**src/rtl/fsqrt_issue_ctrl_pkg.sv**
```systemverilog
// fsqrt_issue_ctrl_pkg: shared FPU constants: controller state encoding, rounding modes, FP register width, register-match helper
package fsqrt_issue_ctrl_pkg;
  localparam int FP_REG_W = 5;
  localparam logic [1:0] ST_IDLE = 2'd0;
  localparam logic [1:0] ST_LAUNCH = 2'd1;
  localparam logic [1:0] ST_WAIT = 2'd2;
  localparam logic [1:0] ST_WB = 2'd3;
  localparam logic [1:0] RM_RNE = 2'd0;
  localparam logic [1:0] RM_RTZ = 2'd1;
  localparam logic [1:0] RM_RDN = 2'd2;
  localparam logic [1:0] RM_RUP = 2'd3;
  typedef enum logic [1:0] {
    S_IDLE = ST_IDLE,
    S_LAUNCH = ST_LAUNCH,
    S_WAIT = ST_WAIT,
    S_WB = ST_WB
  } state_t;
  function automatic logic reg_match(input logic use_r, input logic [FP_REG_W-1:0] a, input logic [FP_REG_W-1:0] b);
    return use_r & (a == b);
  endfunction
endpackage

```
**src/rtl/fsqrt_hazard_cmp.sv**
```systemverilog
// fsqrt_hazard_cmp: combinational stall comparator (structural: long-latency op in ID while controller or unit busy; RAW: ID source matches pending destination)
module fsqrt_hazard_cmp
  import fsqrt_issue_ctrl_pkg::*;
(
  input  logic                i_ctrl_busy,
  input  logic                i_unit_busy,
  input  logic                i_id_op,
  input  logic                i_pend_v,
  input  logic [FP_REG_W-1:0] i_pend_fd,
  input  logic [FP_REG_W-1:0] i_id_fs,
  input  logic [FP_REG_W-1:0] i_id_ft,
  input  logic                i_id_use_fs,
  input  logic                i_id_use_ft,
  output logic                o_stall
);
  logic w_struct, w_raw;
  assign w_struct = i_id_op & (i_ctrl_busy | i_unit_busy);
  assign w_raw = i_pend_v & (reg_match(i_id_use_fs, i_id_fs, i_pend_fd) | reg_match(i_id_use_ft, i_id_ft, i_pend_fd));
  assign o_stall = w_struct | w_raw;
endmodule

```
**src/rtl/fsqrt_issue_ctrl.sv**
```systemverilog
// fsqrt_issue_ctrl: sqrt issue/write-back FSM (i_id_* capture, o_u_* launch to unit, i_u_busy/i_u_s completion, o_wb_* write-back, o_stall, sticky o_timeout)
module fsqrt_issue_ctrl
  import fsqrt_issue_ctrl_pkg::*;
#(
  parameter int MAX_CYCLES = 31
) (
  input  logic                i_clk,
  input  logic                i_clr,
  input  logic                i_ena,
  input  logic                i_id_fsqrt,
  input  logic [31:0]         i_id_d,
  input  logic [1:0]          i_id_rm,
  input  logic [FP_REG_W-1:0] i_id_fd,
  input  logic [FP_REG_W-1:0] i_id_fs,
  input  logic [FP_REG_W-1:0] i_id_ft,
  input  logic                i_id_use_fs,
  input  logic                i_id_use_ft,
  input  logic                i_flush,
  output logic                o_u_start,
  output logic [31:0]         o_u_d,
  output logic [1:0]          o_u_rm,
  input  logic                i_u_busy,
  input  logic [31:0]         i_u_s,
  output logic                o_stall,
  output logic                o_wb_valid,
  output logic [FP_REG_W-1:0] o_wb_fd,
  output logic [31:0]         o_wb_s,
  output logic                o_timeout
);
  localparam logic [4:0] MAX_C = 5'(MAX_CYCLES);
  state_t r_state;
  logic r_start, r_busy, r_pend_v, r_wb_valid, r_timeout;
  logic [31:0] r_u_d, r_wb_s;
  logic [1:0] r_u_rm;
  logic [FP_REG_W-1:0] r_pend_fd, r_wb_fd;
  logic [4:0] r_cnt, w_cnt_nxt;
  logic w_fall, w_capture;
  assign w_cnt_nxt = r_cnt + 5'd1;
  assign w_fall = r_busy & ~i_u_busy;
  assign w_capture = i_ena & i_id_fsqrt & ~i_flush & ~i_u_busy;
  fsqrt_hazard_cmp u_hazard (
    .i_ctrl_busy(r_state != S_IDLE),
    .i_unit_busy(i_u_busy),
    .i_id_op    (i_id_fsqrt),
    .i_pend_v   (r_pend_v),
    .i_pend_fd  (r_pend_fd),
    .i_id_fs    (i_id_fs),
    .i_id_ft    (i_id_ft),
    .i_id_use_fs(i_id_use_fs),
    .i_id_use_ft(i_id_use_ft),
    .o_stall    (o_stall)
  );
  always_ff @(posedge i_clk) begin
    if (i_clr) begin
      r_state <= S_IDLE;
      r_start <= 1'b0;
      r_busy <= 1'b0;
      r_pend_v <= 1'b0;
      r_wb_valid <= 1'b0;
      r_timeout <= 1'b0;
      r_u_d <= '0;
      r_u_rm <= RM_RNE;
      r_pend_fd <= '0;
      r_wb_fd <= '0;
      r_wb_s <= '0;
      r_cnt <= '0;
    end else begin
      r_busy <= i_u_busy;
      r_start <= 1'b0;
      r_wb_valid <= 1'b0;
      case (r_state)
        S_IDLE: if (w_capture) begin
          r_u_d <= i_id_d;
          r_u_rm <= i_id_rm;
          r_pend_fd <= i_id_fd;
          r_pend_v <= 1'b1;
          r_start <= 1'b1;
          r_state <= S_LAUNCH;
        end
        S_LAUNCH: begin
          r_cnt <= '0;
          r_pend_v <= ~i_flush;
          r_state <= i_flush ? S_IDLE : S_WAIT;
        end
        S_WAIT: begin
          r_cnt <= w_cnt_nxt;
          if (i_flush) begin
            r_pend_v <= 1'b0;
            r_state <= S_IDLE;
          end else if (w_fall) begin
            r_wb_s <= i_u_s;
            r_wb_fd <= r_pend_fd;
            r_wb_valid <= 1'b1;
            r_state <= S_WB;
          end else if (w_cnt_nxt == MAX_C) begin
            r_timeout <= 1'b1;
            r_pend_v <= 1'b0;
            r_state <= S_IDLE;
          end
        end
        default: begin
          r_pend_v <= 1'b0;
          r_state <= S_IDLE;
        end
      endcase
    end
  end
  assign o_u_start = r_start;
  assign o_u_d = r_u_d;
  assign o_u_rm = r_u_rm;
  assign o_wb_valid = r_wb_valid;
  assign o_wb_fd = r_wb_fd;
  assign o_wb_s = r_wb_s;
  assign o_timeout = r_timeout;
endmodule

```
**config.mk**
```make
export PLATFORM = sky130hd
export DESIGN_NAME = fsqrt_issue_ctrl
export DESIGN_NICKNAME = d
export VERILOG_FILES = /design/src/rtl/fsqrt_issue_ctrl_pkg.sv /design/src/rtl/fsqrt_hazard_cmp.sv /design/src/rtl/fsqrt_issue_ctrl.sv
export SDC_FILE = /design/constraint.sdc
export NUM_CORES = 1
export LEC_CHECK = 0
export CORE_MARGIN = 2
export CORE_UTILIZATION = 41
export DETAILED_ROUTE_END_ITERATION = 8
export PLACE_DENSITY_LB_ADDON = 0.05
export REMOVE_ABC_BUFFERS = 1
export SYNTH_ARGS = -nofsm -noshare
export SYNTH_HDL_FRONTEND = slang
export SYNTH_SLANG_ARGS = --single-unit
```
**constraint.sdc**
```tcl
create_clock -name i_clk -period 2.15 [get_ports i_clk]
set_clock_uncertainty 0.05 [all_clocks]
set_input_delay 0.43 -clock i_clk [delete_from_list [all_inputs] [get_ports i_clk]]
set_output_delay 0.43 -clock i_clk [all_outputs]
set_load 0.005 [all_outputs]
```
==> reports/results.ini, run 1 <==
[finish]
areaGrowthSynthToFinish_pct = 56.83
nets = 688
drive_gt1_share_pct = 7.370
fin_util_pct = 66.39
final_cell_area_sq_um = 5455

[yosys]
synth_area_leader_cell = dfxtp_1
synth_area_leaders = dfxtp_1 51%, nand2_1 17%, a21oi_1 12%
synth_cell_type_count = 41
yosysTopAreaCellShare_pct = 50.65
synth_edf_count = 0
synthTopCellsByCount = 158 x nand2_1, 88 x dfxtp_1, 83 x a21oi_1
async_flop_share_pct = 0
ys.flop_type = dfxtp_1
yosys_warnings = 0
avgSynthCellArea_sq_um = 8.052
ys_seq_elements = 88
synth.most_common_cell = nand2_1
synth_area_sq_um = 3478
synth-seq-area-share_pct = 50.65
synthesis.instances = 432

[worst_setup_path]
cp.required_ns = 1.67
slowest_stage = dfxtp_4
arrival_ns = 1.63
path_cells = xor2_1 > nor4_1 > nand3_1 > nand2_1 > a22o_1 > buf_2
max_stage_delay_ns = 0.36
crit_type = reg2out
cp-end-kind = output pin
ff2ff_setup_slack_ns = 0.29
start_kind = flop
cp_max_fo = 3
worst-r2r-cell-count = 7

[power]
leakage_nw = 1.926
powerDensity_nw_per_um2 = 617.1
irDropWorstVdd_uv = 415.9
total_power_mw = 3.366

[route]
routed_via_density = 4.812
wl_per_cell_um = 13.40
drtIter0Drc = 93
drc_errors = 0
postRouteAntennaNets = 0
vias = 3383
first_pass_iters = 4
wl_mm = 9.422

[outcome]
status = completed

[sta]
min_period_over_period_pct = 98.32
fmax_mhz = 473.1
hold_violations = 0
fin_crit_ns = 2.114
maxSlewViolCount = 0
tightest_slew_ns = 0.6109
setup_viol = 0
rsz0062_at_grt = true
slew_headroom_pct = 59.27

[global_route]
overflow = 0
grt_pass1_vias = 3100
antenna_found_initial = 1
grt_pass1_wl_mm = 14.03
grt_use_total_pct = 19.48
grt_start_max_net_pins = 47

[floorplanning]
initial_core_util_pct = 42.33
die_area_sq_um = 9236
core_area_sq_um = 8217
io_pins = 164
die_h_um = 96.11
rows = 33
die_x_um = 96.11

[cts]
cts_hold_buf = 0
cts_tree = done
htree_levels = 3
numClockSinks = 88
clkLatencyLatePin_ns = 0.34
cts.reportedPaths.clkPinSlew_ns = 0.07
numCtsBuffers = 9
cts_root_buf = clkbuf_8
clk_path_buf_depth = 2

[place]
gp_congestion = 0.7602
portBuffers = 163
place_hpwl_mm = 6.852
placed_area_sq_um = 5246

[hold_path]
whs_path_depth = 2
hold_class = reg2reg

[run]
cap_violations = 0

==> flip-flops by register name, summed over array words and instances (netlist names) <==
name and count:
o_u_d 32, o_wb_s 32, o_wb_fd 5, r_cnt 5
r_pend_fd 5, o_u_rm 2, r_state 2, o_timeout 1
o_u_start 1, o_wb_valid 1, r_busy 1, r_pend_v 1
==> layer usage <==
layer / global-route usage, % / routed length (um)
met5: 0 / 0
met4: 7.262 / 175
met3: 7.674 / 1076
met2: 31.31 / 4275
met1: 23.45 / 3895
==> repair_timing <==
item / CTS / global route
pin swaps: 7 / 4
endpoints found under the setup margin: 1 / 1
buffers inserted: 1 / 0
gates resized for setup: 13 / 2
==> area by class of cell <==
type / count / area, sq um
fill: 736 / 2761
timing repair buffer: 179 / 1789
sequential: 88 / 1767
multi-input combinational: 311 / 1549
clock buffer: 11 / 131.4
tap: 105 / 131.4
clock inverter: 4 / 70.07
inverter: 4 / 15.01
antenna: 1 / 2.502
==> through the flow <==
| stage | TNS [ns] | std cells | worst slack (ns) | hold WS [ns] |
|---|---|---|---|---|
| after floorplan | -4.193 | 403 | -0.1075 | 0.3967 |
| after detailed placement | -0.5773 | 686 | -0.5773 | 0.3967 |
| after global placement | -0.5702 | 686 | -0.5702 | 0.3907 |
| after CTS | -0.02284 | 702 | -0.02284 | 0.4073 |
| after global routing | -0.04177 | 703 | -0.04177 | 0.4249 |
| final | 0 | 703 | 0.03619 | 0.4033 |
==> report_power, final <==
group / total [mW] / internal [mW] / switching (mW)
Sequential: 1.70 / 1.67 / 0.0271
Combinational: 0.485 / 0.277 / 0.208
Clock: 1.18 / 0.646 / 0.539
Total: 3.37 / 2.59 / 0.774
==> critical path, delay by kind of cell, from the launching register on <==
family / cells / cell delay, ns
flip-flops: 1 / 0.36
AND/OR/NAND/NOR: 3 / 0.57
buffers and inverters: 1 / 0.10
AO/OA/AOI/OAI: 1 / 0.13
XOR/XNOR: 1 / 0.14
==> cells by family after synthesis <==
| family | share of synthesized area, % |
|---|---|
| AO/OA/AOI/OAI | 16.01 |
| adder cells (fa/ha/maj) | 2.158 |
| XOR/XNOR | 2.518 |
| buffers and inverters | 4.892 |
| AND/OR/NAND/NOR | 23.35 |
| flip-flops | 50.65 |
| multiplexers | 0.4315 |
==> placed cells by master, fill, tap and decap left out, drive strengths merged, types with 2 or more instances in the layout <==
cell / count
a211o: 2
a211oi: 2
a21oi: 83
and3: 2
buf: 18
bufinv: 2
clkbuf: 11
clkdlybuf4s50: 153
clkinv: 2
dfxtp: 88
dlygate4sd2: 6
dlymetal6s2s: 2
ha: 6
inv: 4
nand2: 159
nand2b: 5
nand3: 5
nand3b: 2
nor2: 11
nor2b: 3
nor3: 3
nor4: 2
o21ai: 4
o41ai: 3
xnor2: 2
xor2: 8
==> worst paths after layout <==
kind / startpoint / to
worst max register to register: r_state[0] / o_wb_s[24]
worst min-delay path: o_wb_s[27] / o_wb_s[27]
worst max-delay path: r_pend_fd[2] / o_stall
worst min register to register: o_wb_s[27] / o_wb_s[27]
No activity file was read; power rests on OpenSTA's default activity.
==> run 2: changes to the inputs <==
==> constraint.sdc (replaced) <==
create_clock -name i_clk -period 2.15 [get_ports i_clk]
set_clock_uncertainty 0.05 [all_clocks]
set_input_delay 0.3225 -clock i_clk [delete_from_list [all_inputs] [get_ports i_clk]]
set_output_delay 0.3225 -clock i_clk [all_outputs]
set_load 0.005 [all_outputs]
==> run 2 against run 1 <==
Net effect: first-iteration DRC count down 14%; sequential power barely moved; critical path type unchanged; sequential cell count unchanged; sequential share of layout area about the same.
==> reports/results.ini, run 2 (synthesis gave the netlist of run 1 again) <==
[outcome]
status = completed  ; unchanged

[finish]
mostFrequentLayoutCell = clkdlybuf4s50_1  ; was nand2_1
drive_gt1_share_pct = 6.914  ; was 7.370%
fin_util_pct = 66.27  ; was 66.39%
n_antenna_cell = 0  ; was 1
areaGrowthSynthToFinish_pct = 56.55  ; was 56.83%
final_cell_area_sq_um = 5445  ; was 5455 sq um
mostFrequentLayoutCells = 160 x clkdlybuf4s50_1, 157 x nand2_1, 87 x dfxtp_1  ; was 158 x nand2_1, 153 x clkdlybuf4s50_1, 86 x dfxtp_1
nets = 683  ; was 688

[power]
total_power_mw = 3.525  ; was 3.366 mW
irDropWorstVdd_uv = 362.0  ; was 415.9 uV
leakage_nw = 1.884  ; was 1.926 nW
powerDensity_nw_per_um2 = 647.4  ; was 617.1 nW/um^2

[worst_setup_path]
slowest_stage = dfxtp_4  ; unchanged
max_stage_delay_ns = 0.37  ; was 0.36 ns
cp-end-kind = output pin  ; unchanged
start_kind = flop  ; unchanged
crit_type = reg2out  ; unchanged
worst-r2r-cell-count = 7  ; unchanged
arrival_ns = 1.67  ; was 1.63 ns
cp.required_ns = 1.78  ; was 1.67 ns
cp_max_fo = 4  ; was 3
path_cells = xor2_1 > nor4_1 > nand3_1 > nand2_2 > a22o_1 > buf_2  ; was xor2_1 > nor4_1 > nand3_1 > nand2_1 > a22o_1 > buf_2

[route]
drc_errors = 0  ; unchanged
vias = 3309  ; was 3,383
first_pass_iters = 4  ; unchanged
drtIter0Drc = 80  ; was 93
wl_mm = 9.360  ; was 9.422 mm
routed_via_density = 4.741  ; was 4.812
postRouteAntennaNets = 0  ; unchanged
wl_per_cell_um = 13.41  ; was 13.40 um

[floorplanning]
die_h_um = 96.11  ; unchanged
io_pins = 164  ; unchanged
die_x_um = 96.11  ; unchanged
core_area_sq_um = 8217  ; unchanged
rows = 33  ; unchanged
die_area_sq_um = 9236  ; unchanged
initial_core_util_pct = 42.33  ; unchanged

[cts]
cts_root_buf = clkbuf_8  ; unchanged
clk_path_buf_depth = 2  ; unchanged
numCtsBuffers = 9  ; unchanged
cts.reportedPaths.clkPinSlew_ns = 0.08  ; was 0.07 ns
htree_levels = 3  ; unchanged
numClockSinks = 88  ; unchanged
clkLatencyLatePin_ns = 0.35  ; was 0.34 ns
cts_setup_buffers = 0  ; was 1
cts_tree = done  ; unchanged

[place]
gp_congestion = 0.8040  ; was 0.7602
portBuffers = 163  ; unchanged
post-place-ws_ns = -0.3468  ; was -0.5773 ns
placed_area_sq_um = 5204  ; was 5246 sq um
place_hpwl_mm = 6.778  ; was 6.852 mm

[sta]
hold_violations = 0  ; unchanged
setup_viol = 0  ; unchanged
maxSlewViolCount = 0  ; unchanged
fmax_mhz = 490.4  ; was 473.1 MHz
min_period_over_period_pct = 94.84  ; was 98.32%
rsz0062_at_grt = false  ; was true
slew_headroom_pct = 53.73  ; was 59.27%
worst_slack_ns = 0.1110  ; was 0.03619 ns
fin_crit_ns = 2.039  ; was 2.114 ns
tightest_slew_ns = 0.6941  ; was 0.6109 ns
setup-tns-final_ns = 0  ; unchanged

[global_route]
antenna_found_initial = 0  ; was 1
grt_pass1_vias = 3069  ; was 3,100
grt_use_total_pct = 19.96  ; was 19.48%
overflow = 0  ; unchanged
grt_start_max_net_pins = 39  ; was 47
grt_pass1_wl_mm = 14.32  ; was 14.03 mm

[run]
cap_violations = 0  ; unchanged

[hold_path]
whs_path_depth = 2  ; unchanged
hold_class = reg2reg  ; unchanged

run 2: changes by cell type in the layout (fill, tap and decap cells not counted), moves of 2 or more:
cell | previous run | this run
clkdlybuf4s50_1 | 153 | 160
dlygate4sd2_1 | 6 | 1
buf_4 | 12 | 8
dlymetal6s2s_1 | 2 | 0
run 2: path summary, 6_finish.rpt:
check	from	endpoint	slack [ns]
max	r_pend_fd[2]	o_stall	0.11
min	o_u_d[27]	o_u_d[27]	0.40
max reg2reg	r_cnt[0]	r_state[1]	0.29
min reg2reg	o_u_d[27]	o_u_d[27]	0.40
run 2: final cells by class:
| class | instances | area, sq um |
|---|---|---|
| Timing Repair Buffer | 174 | 1740 |
| Clock buffer | 11 | 131.4 |
| Inverter | 4 | 15.01 |
| Clock inverter | 5 | 103.9 |
| Tap cell | 105 | 131.4 |
| Fill cell | 716 | 2771 |
| Sequential cell | 88 | 1765 |
| Multi-Input combinational cell | 311 | 1558 |
run 2: per-layer routing:
layer / GRT usage (%) / part of all wire [%] / routed length, um / up-vias
li1: - / - / - / 1720
met1: 24.51 / 42 / 3976 / 1453
met2: 32.00 / 44 / 4153 / 126
met3: 7.204 / 12 / 1096 / 10
met4: 7.500 / 1.4 / 135 / 0
met5: 0 / 0 / 0 / -
run 2: report_power, final:
| part | internal, mW | total, mW | switching (mW) | leakage (nW) |
|---|---|---|---|---|
| logic | 0.273 | 0.476 | 0.203 | 1.05 |
| registers | 1.67 | 1.70 | 0.0271 | 0.711 |
| clock network | 0.776 | 1.35 | 0.578 | 0.118 |
| total | 2.72 | 3.53 | 0.808 | 1.88 |
run 2: worst max-delay path, delay by kind of cell (launching register included):
family | cells | cell delay, ns
flip-flops | 1 | 0.37
AO/OA/AOI/OAI | 1 | 0.13
buffers and inverters | 1 | 0.10
XOR/XNOR | 1 | 0.16
AND/OR/NAND/NOR | 3 | 0.56
run 2: through the flow:
step	hold slack, ns	cells
2_1_floorplan	0.3416	403
3_3_place_gp	0.3906	682
3_5_place_dp	0.3965	682
4_1_cts	0.4071	698
5_1_grt	0.4232	698
6_report	0.4037	698
run 2: what timing repair did:
action | 4_1_cts | 5_1_grt
endpoints found under the hold margin | 0 | 0
hold buffers | 0 | 0
pin swaps | 5 | 0
endpoints found under the setup margin | 1 | 1
gates cloned | 0 | 0
resized for setup | 8 | 1
==> run 3: changes to the inputs <==
Settings changed: CORE_UTILIZATION 41 to 37.
Clock period 2.15 ns to 1.8 ns, I/O delays scaled along.
==> run 3 against run 2 <==
Net effect: power increased by 15%; worst hold slack got worse by 0.11 ns; largest cell class is now non-clock buffers; clock power is 4% higher; the flow now finishes with violations (setup timing).
==> reports/results.ini, run 3 (synthesis gave the netlist of run 1 again) <==
[worst_setup_path]
cp_max_fo = 1  ; was 4
cp.required_ns = 1.48  ; was 1.78 ns
cp-end-kind = output pin  ; unchanged
arrival_ns = 1.70  ; was 1.67 ns
crit_type = in2out  ; was reg2out
start_kind = input port  ; was flop

[route]
routed_via_density = 4.737  ; was 4.741
first_pass_iters = 4  ; unchanged
wl_per_cell_um = 13.65  ; was 13.41 um
drtIter0Drc = 69  ; was 80
wl_mm = 9.775  ; was 9.360 mm
postRouteAntennaNets = 0  ; unchanged
vias = 3392  ; was 3,309
drc_errors = 0  ; unchanged

[floorplanning]
io_pins = 164  ; unchanged
die_h_um = 101.0  ; was 96.11 um
rows = 35  ; was 33
die_x_um = 101.0  ; was 96.11 um
die_area_sq_um = 10190  ; was 9236 sq um
core_area_sq_um = 9196  ; was 8217 sq um
initial_core_util_pct = 37.82  ; was 42.33%

[global_route]
gr-usage-met1_pct = 23.00  ; was 24.51%
overflow = 0  ; unchanged
antenna_found_initial = 0  ; unchanged
top_usage_layer = met2  ; unchanged
grtUsageMet3_pct = 6.033  ; was 7.204%
grt_start_max_net_pins = 41  ; was 39
grt_pass1_wl_mm = 15.11  ; was 14.32 mm
grt_pass1_vias = 3147  ; was 3,069
grt_use_met2_pct = 31.44  ; was 32.00%
grt_use_total_pct = 18.88  ; was 19.96%

[sta]
setup-tns-final_ns = -0.2183  ; was 0 ns
slew_headroom_pct = 73.00  ; was 53.73%
setup_viol = 1  ; was 0
hold_violations = 0  ; unchanged
rsz0062_at_grt = true  ; was false
worst_slack_ns = -0.2183  ; was 0.1110 ns
fmax_mhz = 495.5
tightest_slew_ns = 0.4050  ; was 0.6941 ns
min_period_over_period_pct = 112.1
holdWs_ns = 0.2918  ; was 0.4037 ns
fin_crit_ns = 2.018
maxSlewViolCount = 0  ; unchanged

[place]
place_hpwl_mm = 7.031  ; was 6.778 mm
post-place-ws_ns = -0.7637  ; was -0.3468 ns
placed_area_sq_um = 5326  ; was 5204 sq um
gp_congestion = 0.7598  ; was 0.8040
dpl.cell_count = 700  ; was 682
portBuffers = 163  ; unchanged

[cts]
cts_hold_buf = 0  ; unchanged
cts_root_buf = clkbuf_8  ; unchanged
clk_path_buf_depth = 2  ; unchanged
numCtsBuffers = 9  ; unchanged
numClockSinks = 88  ; unchanged
cts_tree = done  ; unchanged
htree_levels = 3  ; unchanged
cts.reportedPaths.clkPinSlew_ns = 0.08  ; about the same
clkLatencyLatePin_ns = 0.35  ; about the same

[finish]
seq_area_sq_um = 1768  ; was 1765 sq um
mostFrequentLayoutCells = 160 x clkdlybuf4s50_1, 157 x nand2_1, 85 x dfxtp_1  ; was 160 x clkdlybuf4s50_1, 157 x nand2_1, 87 x dfxtp_1
multi_input_area_sq_um = 1607  ; was 1558 sq um
n_antenna_cell = 0  ; unchanged
fin_util_pct = 60.78  ; was 66.27%
stdcell_count = 716  ; was 698
areaGrowthSynthToFinish_pct = 60.68  ; was 56.55%
drive_gt1_share_pct = 10.41  ; was 6.914%
final_cell_area_sq_um = 5589  ; was 5445 sq um
nFillCells = 861  ; was 716
mostFrequentLayoutCell = clkdlybuf4s50_1  ; unchanged
nets = 695  ; was 683

[hold_path]
hold_class = in2reg  ; was reg2reg

[outcome]
failed_checks = setup timing
status = finished, violations left  ; was completed

[power]
powerDensity_nw_per_um2 = 726.0  ; was 647.4 nW/um^2
leakage_nw = 1.953  ; was 1.884 nW
irDropWorstVdd_uv = 397.5  ; was 362.0 uV
total_power_mw = 4.058  ; was 3.525 mW

[run]
cap_violations = 0  ; unchanged

-- run 3: cell type report --
type	instances	share of cell area [%]
clock buffer	11	2.530
clock inverter	5	1.142
inverter	4	0.2686
multi-input combinational	311	28.74
sequential	88	31.63
tap	111	2.485
timing repair buffer	186	33.20
-- run 3: per-layer routing --
metal / wire length (um) / vias to the layer above / share of wire [%]
li1: - / 1741 / -
met3: 842 / 8 / 8.6
met1: 4255 / 1530 / 44
met2: 4576 / 113 / 47
met4: 99 / 0 / 1.0
met5: 0 / - / 0
-- run 3: repair_timing --
| action | CTS | global route |
|---|---|---|
| endpoints found under the setup margin | 2 | 3 |
| pin swaps | 7 | 4 |
| resized for setup | 14 | 5 |
| buffers inserted | 0 | 0 |
-- run 3: path summary, 6_finish.rpt --
| kind | start | to | slack, ns | depth (start not counted) |
|---|---|---|---|---|
| worst max register to register | r_cnt[0] | r_state[1] | 0.10 | 6 |
| worst max-delay path | i_id_fs[3] | o_stall | -0.22 | 8 |
| worst min register to register | o_wb_s[5] | o_wb_s[5] | 0.41 | 2 |
| worst min-delay path | i_clr | r_busy | 0.29 | 2 |
-- run 3: where the power goes --
part           switching (mW)  leakage [nW]  total (mW)  internal, mW
combinational           0.265          1.14       0.625         0.361
sequential             0.0321         0.712        2.03          1.99
clock                   0.713         0.101        1.41         0.693
-- run 3: worst max-delay path: stages --
cell and delay, ns:
clkdlybuf4s50_1 0.41, xor2_1 0.18, nor4_4 0.32, buf_4 0.16
nand3_2 0.05, nand2_2 0.07, a22o_1 0.13, buf_2 0.11
